===== src/rtl/gshare_pkg.sv =====
// Shared gshare types: 2-bit counter encoding, saturating update helpers, PHT index hash.
// Pure combinational helpers; no state, no flow control.
`timescale 1ns/1ps
package gshare_pkg;

  typedef logic [1:0] ctr_t;

  localparam ctr_t CTR_SNT   = 2'b00;
  localparam ctr_t CTR_WNT   = 2'b01;
  localparam ctr_t CTR_WT    = 2'b10;
  localparam ctr_t CTR_ST    = 2'b11;
  localparam ctr_t CTR_RESET = CTR_WNT;

  // Widest index the hash helper supports; callers size-cast down to PHT_IDX_W.
  localparam int unsigned IDX_MAX_W = 16;
  typedef logic [IDX_MAX_W-1:0] idx_max_t;

  typedef struct packed {
    logic        taken;
    logic [31:0] imm_tgt;
    logic [31:0] pc_plus4;
  } pred_stage_t;

  function automatic ctr_t sat_inc(input ctr_t c);
    return (c == CTR_ST) ? CTR_ST : ctr_t'(c + 2'd1);
  endfunction

  function automatic ctr_t sat_dec(input ctr_t c);
    return (c == CTR_SNT) ? CTR_SNT : ctr_t'(c - 2'd1);
  endfunction

  function automatic idx_max_t gshare_idx(input idx_max_t pc_bits, input idx_max_t ghr_bits);
    return pc_bits ^ ghr_bits;
  endfunction

endpackage


===== src/rtl/gshare_btb.sv =====
// Direct-mapped branch target buffer: registered lookup (1 cycle), write on resolved taken branches.
// No backpressure; a write and a lookup of the same entry in one cycle returns the pre-write contents.
`timescale 1ns/1ps
module gshare_btb #(
  parameter int unsigned IDX_W = 4,
  parameter int unsigned TAG_W = 27
) (
  input  logic             clk_i,
  input  logic             rst_ni,
  input  logic [IDX_W-1:0] i_lk_idx,
  input  logic [TAG_W-1:0] i_lk_tag,
  output logic             o_lk_hit,
  output logic [31:0]      o_lk_tgt,
  input  logic             i_wr_vld,
  input  logic [IDX_W-1:0] i_wr_idx,
  input  logic [TAG_W-1:0] i_wr_tag,
  input  logic [31:0]      i_wr_tgt
);

  localparam int unsigned N = 1 << IDX_W;

  logic             r_vld [N];
  logic [TAG_W-1:0] r_tag [N];
  logic [31:0]      r_tgt [N];
  logic             r_hit;
  logic [31:0]      r_out_tgt;

  always_ff @(posedge clk_i or negedge rst_ni) begin
    if (!rst_ni) begin
      for (int i = 0; i < int'(N); i++) r_vld[i] <= 1'b0;
      r_hit     <= 1'b0;
      r_out_tgt <= '0;
    end else begin
      r_hit     <= r_vld[i_lk_idx] && (r_tag[i_lk_idx] == i_lk_tag);
      r_out_tgt <= r_tgt[i_lk_idx];
      if (i_wr_vld) r_vld[i_wr_idx] <= 1'b1;
    end
  end

  // Tag/target payload is qualified by r_vld, so it needs no reset.
  always_ff @(posedge clk_i) begin
    if (i_wr_vld) begin
      r_tag[i_wr_idx] <= i_wr_tag;
      r_tgt[i_wr_idx] <= i_wr_tgt;
    end
  end

  assign o_lk_hit = r_hit;
  assign o_lk_tgt = r_out_tgt;

endmodule


===== src/rtl/gshare_predictor_param.sv =====
// Gshare direction predictor with speculative GHR, checkpoint restore and registered redirect; 1-cycle predict.
// No backpressure: one predict and one resolve accepted every cycle. Optional BTB under GSHARE_BTB_EN.
`timescale 1ns/1ps
module gshare_predictor_param
  import gshare_pkg::*;
#(
  parameter int unsigned PHT_IDX_W = 5,
  parameter int unsigned GHR_W     = 5,
  parameter int unsigned PC_LSB    = 1,
  parameter int unsigned BTB_IDX_W = 4
) (
  input  logic             clk_i,
  input  logic             rst_ni,
  input  logic             pred_valid_i,
  input  logic [31:0]      pred_pc_i,
  input  logic [31:0]      pred_imm_target_i,
  output logic             pred_valid_o,
  output logic             pred_taken_o,
  output logic [31:0]      pred_target_o,
  output logic [GHR_W-1:0] pred_ghr_o,
  input  logic             res_valid_i,
  input  logic [31:0]      res_pc_i,
  input  logic             res_taken_i,
  input  logic [31:0]      res_target_i,
  input  logic [GHR_W-1:0] res_ghr_i,
  input  logic             res_mispredict_i,
  output logic             redirect_valid_o,
  output logic [31:0]      redirect_pc_o
);

  localparam int unsigned PHT_N = 1 << PHT_IDX_W;

  ctr_t                 r_pht [PHT_N];
  logic [GHR_W-1:0]     r_ghr;
  pred_stage_t          r_stage;
  logic                 r_pred_vld;
  logic [GHR_W-1:0]     r_pred_ghr;
  logic                 r_redir_vld;
  logic [31:0]          r_redir_pc;

  logic [PHT_IDX_W-1:0] w_pred_idx;
  logic [PHT_IDX_W-1:0] w_res_idx;
  logic                 w_pred_taken;
  logic                 w_restore;
  logic [31:0]          w_taken_tgt;

  assign w_pred_idx = PHT_IDX_W'(gshare_idx(idx_max_t'(pred_pc_i[PC_LSB +: PHT_IDX_W]),
                                            idx_max_t'(r_ghr)));
  assign w_res_idx  = PHT_IDX_W'(gshare_idx(idx_max_t'(res_pc_i[PC_LSB +: PHT_IDX_W]),
                                            idx_max_t'(res_ghr_i)));

  // Read is taken from the array before this cycle's training write lands.
  assign w_pred_taken = r_pht[w_pred_idx][1];
  assign w_restore    = res_valid_i & res_mispredict_i;

  always_ff @(posedge clk_i or negedge rst_ni) begin
    if (!rst_ni) begin
      for (int i = 0; i < int'(PHT_N); i++) r_pht[i] <= CTR_RESET;
    end else if (res_valid_i) begin
      r_pht[w_res_idx] <= res_taken_i ? sat_inc(r_pht[w_res_idx]) : sat_dec(r_pht[w_res_idx]);
    end
  end

  always_ff @(posedge clk_i or negedge rst_ni) begin
    if (!rst_ni) begin
      r_ghr <= '0;
    end else if (w_restore) begin
      r_ghr <= {res_ghr_i[GHR_W-2:0], res_taken_i};
    end else if (pred_valid_i) begin
      r_ghr <= {r_ghr[GHR_W-2:0], w_pred_taken};
    end
  end

  // A restore in the same cycle squashes the prediction made on the stale history.
  always_ff @(posedge clk_i or negedge rst_ni) begin
    if (!rst_ni) begin
      r_pred_vld <= 1'b0;
      r_stage    <= '0;
      r_pred_ghr <= '0;
    end else begin
      r_pred_vld <= pred_valid_i & ~w_restore;
      if (pred_valid_i) begin
        r_stage.taken    <= w_pred_taken;
        r_stage.imm_tgt  <= pred_imm_target_i;
        r_stage.pc_plus4 <= pred_pc_i + 32'd4;
        r_pred_ghr       <= r_ghr;
      end
    end
  end

  always_ff @(posedge clk_i or negedge rst_ni) begin
    if (!rst_ni) begin
      r_redir_vld <= 1'b0;
      r_redir_pc  <= '0;
    end else begin
      r_redir_vld <= w_restore;
      if (w_restore) r_redir_pc <= res_taken_i ? res_target_i : res_pc_i + 32'd4;
    end
  end

`ifdef GSHARE_BTB_EN
  localparam int unsigned TAG_W = 32 - PC_LSB - BTB_IDX_W;

  logic        w_btb_hit;
  logic [31:0] w_btb_tgt;

  gshare_btb #(
    .IDX_W (BTB_IDX_W),
    .TAG_W (TAG_W)
  ) u_btb (
    .clk_i    (clk_i),
    .rst_ni   (rst_ni),
    .i_lk_idx (pred_pc_i[PC_LSB +: BTB_IDX_W]),
    .i_lk_tag (pred_pc_i[31 -: TAG_W]),
    .o_lk_hit (w_btb_hit),
    .o_lk_tgt (w_btb_tgt),
    .i_wr_vld (res_valid_i & res_taken_i),
    .i_wr_idx (res_pc_i[PC_LSB +: BTB_IDX_W]),
    .i_wr_tag (res_pc_i[31 -: TAG_W]),
    .i_wr_tgt (res_target_i)
  );

  assign w_taken_tgt = w_btb_hit ? w_btb_tgt : r_stage.imm_tgt;
`else
  assign w_taken_tgt = r_stage.imm_tgt;
`endif

  assign pred_valid_o     = r_pred_vld;
  assign pred_taken_o     = r_stage.taken;
  assign pred_target_o    = r_stage.taken ? w_taken_tgt : r_stage.pc_plus4;
  assign pred_ghr_o       = r_pred_ghr;
  assign redirect_valid_o = r_redir_vld;
  assign redirect_pc_o    = r_redir_pc;

endmodule

===== config.mk =====
export PLATFORM = sky130hd
export DESIGN_NAME = gshare_predictor_param
export DESIGN_NICKNAME = d
export VERILOG_FILES = /design/src/rtl/gshare_pkg.sv /design/src/rtl/gshare_btb.sv /design/src/rtl/gshare_predictor_param.sv
export SDC_FILE = /design/constraint.sdc
export NUM_CORES = 1
export LEC_CHECK = 0
export CAP_MARGIN = 25
export CORE_MARGIN = 8
export CORE_UTILIZATION = 40
export CTS_CLUSTER_DIAMETER = 200
export DETAILED_ROUTE_END_ITERATION = 10
export MAX_ROUTING_LAYER = met4
export PLACE_DENSITY = 0.73
export RECOVER_POWER = 100
export SLEW_MARGIN = 15
export SYNTH_ARGS = -nofsm -noshare
export SYNTH_HDL_FRONTEND = slang
export SYNTH_SLANG_ARGS = --single-unit

===== constraint.sdc =====
create_clock -name clk_i -period 7.6 [get_ports clk_i]
set_input_delay 1.52 -clock clk_i [delete_from_list [all_inputs] [get_ports clk_i]]
set_output_delay 1.52 -clock clk_i [all_outputs]
set_load 0.02 [all_outputs]

### Word level (Yosys, flattened, before mapping)

Cells that the tools add are included.

* register bits after elaboration: 173
* latch bits: 0
* bits in writable memories: 0
* ROM bits: 0
* input port bits: 139
* output and inout bits: 72
* memories kept: 0

* add/sub/neg operators: 4
* multiply operators: 0
* div/mod/pow operators: 0
* order comparisons: 3
* equal/unequal tests: 1
* shift-type cells: 0
* muxes and demuxes: 16
* bitwise logic cells: 7
* reduce and logical (&&, ||, !) cells: 3

Operators with widths (number)
* adder 32 x 3 -> 32 bit (second input constant): 2
* bitwise mux 64 bit: 1
* two-way mux 32 bit: 2
* binary-select mux 2 bit (select 5 bit): 2
* two-way mux 2 bit: 8
* >= comparator 6 bit (second input constant): 2
* NOT 5 -> 6 bit: 2
* demux 2 bit (select 5 bit): 1
* two-way mux 5 bit: 2
* XOR 5 bit: 2
* less-than comparator 6 x 1 -> 1 bit (second input constant): 1
* adder 2 x 1 -> 2 bit (second input constant): 1
* AND 1 bit: 2
* equality test 2 bit (second input constant): 1
* logical NOT 2 bit: 1
* nonzero test 2 bit: 1
* subtractor 2 x 1 -> 2 bit (second input constant): 1
* logical AND 1 bit: 1
* NOT 1 bit: 1

### Longest topological paths before layout

Gate-level depths: netlist (run 1).

* depth in word-level cells: 9
* gate-level depth with buffers: 11
* gate-level depth less buffers: 7

### Worst setup path after synthesis (run 1)

No wires, ideal clock.

* kind: input -> register
* start: in res_pc_i[2]
* end: reg r_pht[51] in the netlist's numbering
* setup time: 0.125 ns
* arrival time: 3.774 ns
* data required time: 7.475 ns
* setup slack: 3.701 ns
* stages: 10
* path buffers: 3
* cell sequence: buf_4 xor2_1 buf_2 mux4_2 nand3_1 nand4_4 or2_0 maj3_2 buf_6 mux2_2

* cells in the longest elaborated chain, start to end: 9
* elaborated cells on any way between the ends: 18
* those cells by class: 2 x add/sub; 2 x order compare; 1 x eq/ne; 9 x mux; 2 x bitwise; 2 x reduce/logical

RTL lines
* start: declaration: line gshare_predictor_param.sv:22 `input logic [31:0] res_pc_i,`
* XOR 5 bit *: line gshare_pkg.sv:33 `return pc_bits ^ ghr_bits;`
* NOT 5 -> 6 bit *: line gshare_predictor_param.sv:60 `r_pht[w_res_idx] <= res_taken_i ? sat_inc(r_pht[w_res_idx]) : sat_dec(r_pht[w_res_idx]);`
* binary-select mux 2 bit (select 5 bit): line gshare_predictor_param.sv:60
* two-way mux 2 bit (implied by the code) (2 in series): line gshare_predictor_param.sv:60
* subtractor 2 x 1 -> 2 bit, or another cell as far along: line gshare_pkg.sv:29 `return (c == CTR_SNT) ? CTR_SNT : ctr_t'(c - 2'd1);`
* two-way mux 2 bit (on tied branches): line gshare_pkg.sv:29, gshare_pkg.sv:25
* two-way mux 2 bit: line gshare_predictor_param.sv:60
* bitwise mux 64 bit *: line gshare_predictor_param.sv:60
* end signal: indexed assignment: line gshare_predictor_param.sv:60
* end: declaration: line gshare_predictor_param.sv:33 `ctr_t r_pht [PHT_N];`

Mark *: on every way between the ends. The rest lies on a longest branch, timed or not. The select of a mux whose other input is x is not followed.
A chain may end at the register's enable or synchronous reset.

### Worst setup path in the final report (run 1)

* start: in pred_valid_i
* end: reg r_ghr[0]

* cells in the longest elaborated chain, start to end: 1

RTL lines
* start: declaration: line gshare_predictor_param.sv:14 `input logic pred_valid_i,`
* nonzero test 2 bit (no source line)
* end signal: assignment: line gshare_predictor_param.sv:68 `r_ghr <= {res_ghr_i[GHR_W-2:0], res_taken_i};`
* end signal: assignment: line gshare_predictor_param.sv:70 `r_ghr <= {r_ghr[GHR_W-2:0], w_pred_taken};`
* end: declaration: line gshare_predictor_param.sv:34 `logic [GHR_W-1:0] r_ghr;`

Every way passes these cells.

==> flow_metrics.py, run 1 <==
metrics = {
    "global_route": {
        "grt_pass1_wl_mm": 42.1,
        "grt_pass1_vias": 7721,
        "grt_remaining_overflow": 0,
        "met3_usage_pct": 4.91,
        "grt_max_degree": 90,
        "antenna_found_initial": 0,
        "grtUsageTotal_pct": 18.8,
        "grt_use_met2_pct": 29.4,
        "grt_use_met1_pct": 24.7,
        "grt_most_used_layer": "met2",
    },
    "clock_tree": {
        "cts_tree": "built",
        "clk_pin_slew_worst_paths_ns": 0.07,
        "htreeDepth": 4,
        "cts_root_buf": "clkbuf_16",
        "clock_latency_ns": 0.43,
        "post_cts_buffers": 0,
        "ctsHoldBuffers": 0,
        "cts-resized-gates": 0,
        "cts_max_path_buffers": 2,
        "cts_sinks": 173,
        "cts_buffers": 17,
    },
    "logic_synthesis": {
        "synth_edf_count": 0,
        "synth_ff_type": "dfrtp_1",
        "syn_area_um2": 9470,
        "synth_warnings": 0,
        "syn_inst": 921,
        "netlist.area_leader.share_pct": 37.3,
        "synth_top_cell_by_area": "dfrtp_1",
        "ys_seq_area_share_pct": 46.2,
        "async_flop_share_pct": 100,
        "synth_area_leaders": "dfrtp_1, mux2_2, dfstp_2",
        "syn_nets": 1062,
        "syn_area_per_cell_um2": 10.3,
        "synth-seq-cells": 173,
        "synth_cell_type_count": 54,
    },
    "placed_design": {
        "place_congestion": 0.932,
        "post_dp_cell_area_um2": 11900,
        "hpwlAfterDp_mm": 19.7,
        "dp_cells": 1413,
        "port_buffers": 210,
    },
    "timing": {
        "maxSlewHeadroom_pct": -78.2,
        "finClkSkew_ns": 0.0113,
        "finalCritPeriodShare_pct": 71.1,
        "final-setup-viol-count": 0,
        "min_period_ns": 5.41,
        "rsz0062_at_grt": "no",
        "slew_violations": 235,
        "hold_viol": 0,
        "tns_ns": 0,
        "worst-slew-pin-transition_ns": 2.67,
        "hold_slack_ns": 0.475,
        "maxClockFrequency_mhz": 185,
    },
    "setup_path": {
        "crit_required_ns": 7.90,
        "worstSetupPathType": "in -> reg",
        "critPathArrivalTime_ns": 5.71,
        "startpoint_type": "primary input",
        "path_max_fanout": 59,
        "cp.depth": 4,
        "ff2ff_path_depth": 8,
        "end_kind": "flop",
        "cp_common_cell": "clkbuf_1",
        "critPathTopFamily": "buffers and inverters",
        "crit_slowest_cell": "clkbuf_1",
        "path_buf_inv": 2,
        "slowest_delay_ns": 2.01,
        "path_cells": "clkbuf_1 > clkbuf_1 > and2_0 > o2bb2ai_1",
    },
    "route": {
        "viasPerCell": 5.35,
        "wl_per_cell_um": 18.4,
        "wl_mm": 26.7,
        "drt-pass1-iter-count": 5,
        "ant_nets": 0,
        "drc": 0,
        "vias": 7743,
        "drt_iter0_drc": 705,
    },
    "cells_and_area": {
        "nFillCells": 2109,
        "ff_latch_area_um2": 4370,
        "fin_nets": 1255,
        "final_area_um2": 12400,
        "syn_to_final_growth_pct": 31.1,
        "num_antenna_cells": 0,
        "final_layout_size_suffix_gt1_share_pct": 17.6,
        "final_cells": 1446,
        "multi_input_area_um2": 4860,
    },
    "die": {
        "core-area_um2": 23300,
        "die_area_um2": 28800,
        "row_count": 56,
        "num_io_pins": 211,
        "chipWidth_um": 170,
        "initial_utilization_pct": 40.6,
        "die_h_um": 170,
    },
    "job": {
        "drv_cap": 5,
    },
    "power": {
        "powerDensity_nw_per_um2": 273,
        "finalPower_w": 0.00339,
        "leakage_nw": 4.91,
        "vdd_drop_max_mv": 0.142,
    },
    "run_status": {
        "violations": "max-capacitance violations, max-slew violations",
        "status": "finished, violations left",
    },
    "hold_path": {
        "hp-class": "reg -> reg",
        "min_path_cells": 2,
    },
}
-- layer usage --
layer  share of wire, %  up-vias  wire, um
met3                7.3       24      1940
met5                  0        -         0
li1                   -     3679         -
met1                 45     3760     12000
met2                 47      280     12500
met4               0.88        0       234
-- where the power goes --
part	switching, W	internal (W)
sequential	0.000158	0.00121
combinational	0.000596	0.000584
clock	0.000402	0.000439
-- placed cells by master, fill, tap and decap left out, drive strengths merged, types with 32 or more instances in the layout --
cell type      netlist  final
mux2               104    104
dfrtp              141    141
nor2               111    111
dlygate4sd3          0     72
xor2                42     42
o21ai               34     34
nand2              115    115
mux2i               32     32
dfstp               32     32
nand3               48     48
clkdlybuf4s50        0    135
a21oi               50     50
-- final timing paths --
path / slack, ns / startpoint / endpoint
max: 2.19 / pred_valid_i / r_ghr[0]
min: 0.48 / redirect_pc_o[2] / redirect_pc_o[2]
max reg2reg: 4.58 / r_pht[59] / r_pht[15]
min reg2reg: 0.48 / redirect_pc_o[2] / redirect_pc_o[2]
max in group asynchronous: 4.20 / rst_ni / r_pht[18]
min in group asynchronous: 1.14 / rst_ni / w_taken_tgt[8]
-- logic make-up (layout without fill, tap and decap cells) --
group	after synthesis	after routing	share of synthesized area, %
xor gates and xnor gates	69	69	6.54
AOI/OAI and AO/OA	137	137	9.02
and+or+nand+nor	332	332	15.7
buffers and inverters	54	260	2.52
muxes	152	152	19.6
DFF	173	173	46.2
adders and majority gates	4	4	0.502
-- flip-flops by register name (all words and copies together), names as in the netlist --
register and cells:
r_pht 64, r_stage 32, redirect_pc_o 32, w_taken_tgt 32, pred_ghr_o 5, r_ghr 5
pred_taken_o 1, pred_valid_o 1, redirect_valid_o 1
-- synth_stat cells (5+ instances only) --
| library cell | n |
|---|---|
| a21oi_1 | 50 |
| a31oi_1 | 8 |
| and3_1 | 11 |
| and4_1 | 5 |
| buf_2 | 8 |
| clkbuf_1 | 34 |
| dfrtp_1 | 141 |
| dfstp_2 | 32 |
| inv_1 | 5 |
| mux2_2 | 104 |
| mux2i_1 | 32 |
| mux4_2 | 16 |
| nand2_1 | 114 |
| nand3_1 | 48 |
| nand4_1 | 14 |
| nor2_1 | 110 |
| nor3_1 | 9 |
| nor4_1 | 5 |
| o211ai_1 | 8 |
| o21ai_0 | 33 |
| o221ai_1 | 8 |
| o31ai_1 | 16 |
| xnor2_1 | 26 |
| xor2_1 | 41 |
-- cell type report --
cell class              count  share of cell area, %
multi-input cells         694                   39.2
flip-flops and latches    173                   35.2
repair buffers            223                   17.8
clock buffers              18                   3.54
well taps                 319                   3.22
clock inverters            14                  0.968
inverters                   5                  0.151
-- tightest hold or removal path, cell delays in order, from the launching register on --
cell	delay, ns
dfrtp_1	0.34
nand2_1	0.04
o21ai_0	0.06
-- per-stage QoR --
| stage | utilization [%] | setup slack (ns) |
|---|---|---|
| floorplan | - | 3.70 |
| global placement | 50.7 | 2.27 |
| detailed placement | 50.9 | 2.50 |
| CTS | 53.3 | 2.93 |
| global route | 53.2 | 1.66 |
| finish | 53.2 | 2.19 |
No activity file was read; power rests on OpenSTA's default activity.
==> run 2, diff against run 1 <==
--- a/config.mk
+++ b/config.mk
@@ -11,7 +11,7 @@
 export CTS_CLUSTER_DIAMETER = 200
 export DETAILED_ROUTE_END_ITERATION = 10
 export MAX_ROUTING_LAYER = met4
-export PLACE_DENSITY = 0.73
+export PLACE_DENSITY = 0.75
 export RECOVER_POWER = 100
 export SLEW_MARGIN = 15
 export SYNTH_ARGS = -nofsm -noshare
==> constraint.sdc (replaced) <==
create_clock -name clk_i -period 4.7 [get_ports clk_i]
set_input_delay 0.94 -clock clk_i [delete_from_list [all_inputs] [get_ports clk_i]]
set_output_delay 0.94 -clock clk_i [all_outputs]
set_load 0.02 [all_outputs]
==> run 2 against run 1 <==
  * The flow still finishes with violations (max-capacitance violations, max-slew violations)
  * Total power grew 62%
  * Sequential power is 65% higher
  * Via count shrank 0.40%
  * Wire length up 2.6%
  * Global-route usage rose by 0.68 points
  * Flip-flop and latch count stayed put
  * Combinational power up 60%
  * Hold slack improved by 0.0011 ns
  * Largest power group unchanged
==> flow_metrics.py, run 2 (synthesized netlist as in run 1, its figures left out) <==
metrics = {
    "setup_path": {
        "end_kind": "output pin",
        "crit_required_ns": 3.76,
        "r2r-start": "r_pht[21]",
        "ff2ff_setup_slack_ns": 1.99,
        "worstSetupPathType": "reg -> out",
        "ff2ff_path_depth": 7,
        "startpoint_type": "flop",
        "slowest_delay_ns": 0.94,
        "reg2reg_to": "r_pht[9]",
        "path_max_fanout": 21,
        "path_cells": "clkbuf_1 > mux2_2 > dlygate4sd3_1",
        "critPathArrivalTime_ns": 3.31,
        "crit_slowest_cell": "clkbuf_1",
    },
    "clock_tree": {
        "cts-resized-gates": 0,
        "cts_sinks": 173,
        "ctsHoldBuffers": 0,
        "htreeDepth": 4,
        "clock_latency_ns": 0.43,
        "cts_root_buf": "clkbuf_16",
        "cts_buffers": 17,
        "clk_pin_slew_worst_paths_ns": 0.06,
        "cts_max_path_buffers": 2,
        "post_cts_buffers": 0,
        "cts_tree": "built",
    },
    "route": {
        "drt-pass1-iter-count": 6,
        "ant_nets": 0,
        "vias": 7712,
        "wl_per_cell_um": 18.8,
        "viasPerCell": 5.31,
        "drc": 0,
        "wl_mm": 27.4,
        "drt_iter0_drc": 699,
    },
    "power": {
        "finalPower_w": 0.00551,
        "leakage_nw": 4.96,
        "vdd_drop_max_mv": 0.225,
        "powerDensity_nw_per_um2": 442,
        "sw_frac_of_total_pct": 34.0,
        "p_sw_w": 0.00187,
        "internal-power_w": 0.00364,
        "pwr-share-comb_pct": 34.4,
        "clock_power_share_pct": 24.6,
        "pwr-share-seq_pct": 41.0,
    },
    "placed_design": {
        "hpwlAfterDp_mm": 20.1,
        "post_dp_cell_area_um2": 11900,
        "port_buffers": 210,
        "place_congestion": 0.963,
    },
    "die": {
        "num_io_pins": 211,
        "initial_utilization_pct": 40.6,
        "chipWidth_um": 170,
        "die_area_um2": 28800,
        "die_h_um": 170,
        "core-area_um2": 23300,
        "row_count": 56,
    },
    "hold_path": {
        "min_from": "redirect_pc_o[20]",
        "hp-class": "reg -> reg",
        "hold_end": "redirect_pc_o[20]",
        "min_path_cells": 2,
    },
    "timing": {
        "slew_violations": 147,
        "finalCritPeriodShare_pct": 90.4,
        "final-setup-viol-count": 0,
        "worst-slew-pin-transition_ns": 3.32,
        "rsz0062_at_grt": "no",
        "hold_viol": 0,
        "min_period_ns": 4.25,
        "finClkSkew_ns": 0.00957,
        "hold_slack_ns": 0.476,
        "tns_ns": 0,
        "maxClockFrequency_mhz": 235,
        "maxSlewHeadroom_pct": -121,
    },
    "cells_and_area": {
        "largest_register": "r_pht",
        "syn_to_final_growth_pct": 31.6,
        "final_common_cell": "dfrtp_1",
        "nFillCells": 2072,
        "final_area_um2": 12500,
        "multi_input_area_um2": 4860,
        "ff_latch_area_um2": 4370,
        "largest_reg_flops": 64,
        "fin_nets": 1262,
        "final_cell_mix": "dfrtp_1, clkdlybuf4s50_1, nand2_1, nor2_1, mux2_2",
        "fin_util_pct": 53.4,
        "final_layout_size_suffix_gt1_share_pct": 18.3,
        "num_antenna_cells": 0,
    },
    "job": {
        "drv_cap": 2,
    },
    "global_route": {
        "grt_pass1_wl_mm": 43.7,
        "grt_remaining_overflow": 0,
        "antenna_found_initial": 0,
        "grt_max_degree": 96,
        "grt_pass1_vias": 8022,
        "grtUsageTotal_pct": 19.5,
    },
    "run_status": {
        "violations": "max-capacitance violations, max-slew violations",
        "status": "finished, violations left",
    },
}
## run 2: changes by cell type in the layout (fill, tap and decap cells not counted), sizes merged
cell and delta:
clkdlybuf4s50 -4, clkinvlp -3, buf +8, clkdlybuf4s25 +1, clkinv +1, dlygate4sd3 +4
## run 2: through the flow
| step | cells | setup WS (ns) |
|---|---|---|
| after detailed placement | 1419 | 0.268 |
| after global routing | 1453 | 0.285 |
| after floorplan | 921 | 1.38 |
| final | 1453 | 0.449 |
| after global placement | 1419 | 0.417 |
| after CTS | 1451 | 0.721 |
## run 2: routing by layer
metal | part of all wire (%) | track usage (%) | vias to the layer above
met5 | 0 | - | -
met4 | 1.4 | 4.54 | 0
met3 | 8.0 | 5.65 | 31
met2 | 47 | 30.6 | 282
met1 | 43 | 24.7 | 3707
li1 | - | - | 3692
## run 2: worst max-delay path by stage
stage	start	endpoint	slack, ns	depth (start not counted)
CTS	res_pc_i[2]	r_pht[9]	0.72	7
global route	pred_taken_o	pred_target_o[13]	0.29	3
detailed placement	res_pc_i[2]	r_pht[25]	0.27	7
global placement	res_pc_i[2]	r_pht[9]	0.42	8
finish	pred_taken_o	pred_target_o[13]	0.45	3
floorplan	res_pc_i[2]	r_pht[51]	1.38	10
## run 2: layout make-up
cell class,instances,area share [%]
inverter,5,0.151
tap,319,3.21
clock buffer,20,3.68
multi-input combinational,694,39.0
sequential,173,35.1
clock inverter,12,0.794
timing repair buffer,230,18.1
## run 2: critical path: cells and delay by family, from the launching register on
family,cells,cell delay [ns]
flip-flops,1,0.83
buffers and inverters,2,1.60
multiplexers,1,0.44
## run 2: power groups by stage
stage / logic [W] / registers [W] / clock network, W
6_report: 0.00189 / 0.00226 / 0.00136
5_1_grt: 0.00205 / 0.00230 / 0.00145
4_1_cts: 0.00197 / 0.00225 / 0.00140
3_5_place_dp: 0.00196 / 0.00228 / 0
3_3_place_gp: 0.00192 / 0.00227 / 0
2_1_floorplan: 0.00120 / 0.00221 / 0
==> run 3, diff against run 2 <==
--- a/config.mk
+++ b/config.mk
@@ -13,6 +13,7 @@
 export MAX_ROUTING_LAYER = met4
 export PLACE_DENSITY = 0.75
 export RECOVER_POWER = 100
+export SKIP_CTS_REPAIR_TIMING = 1
 export SLEW_MARGIN = 15
 export SYNTH_ARGS = -nofsm -noshare
 export SYNTH_HDL_FRONTEND = slang
==> results of run 3 <==
Final layout, timing and power as in run 2 (identical DEF).
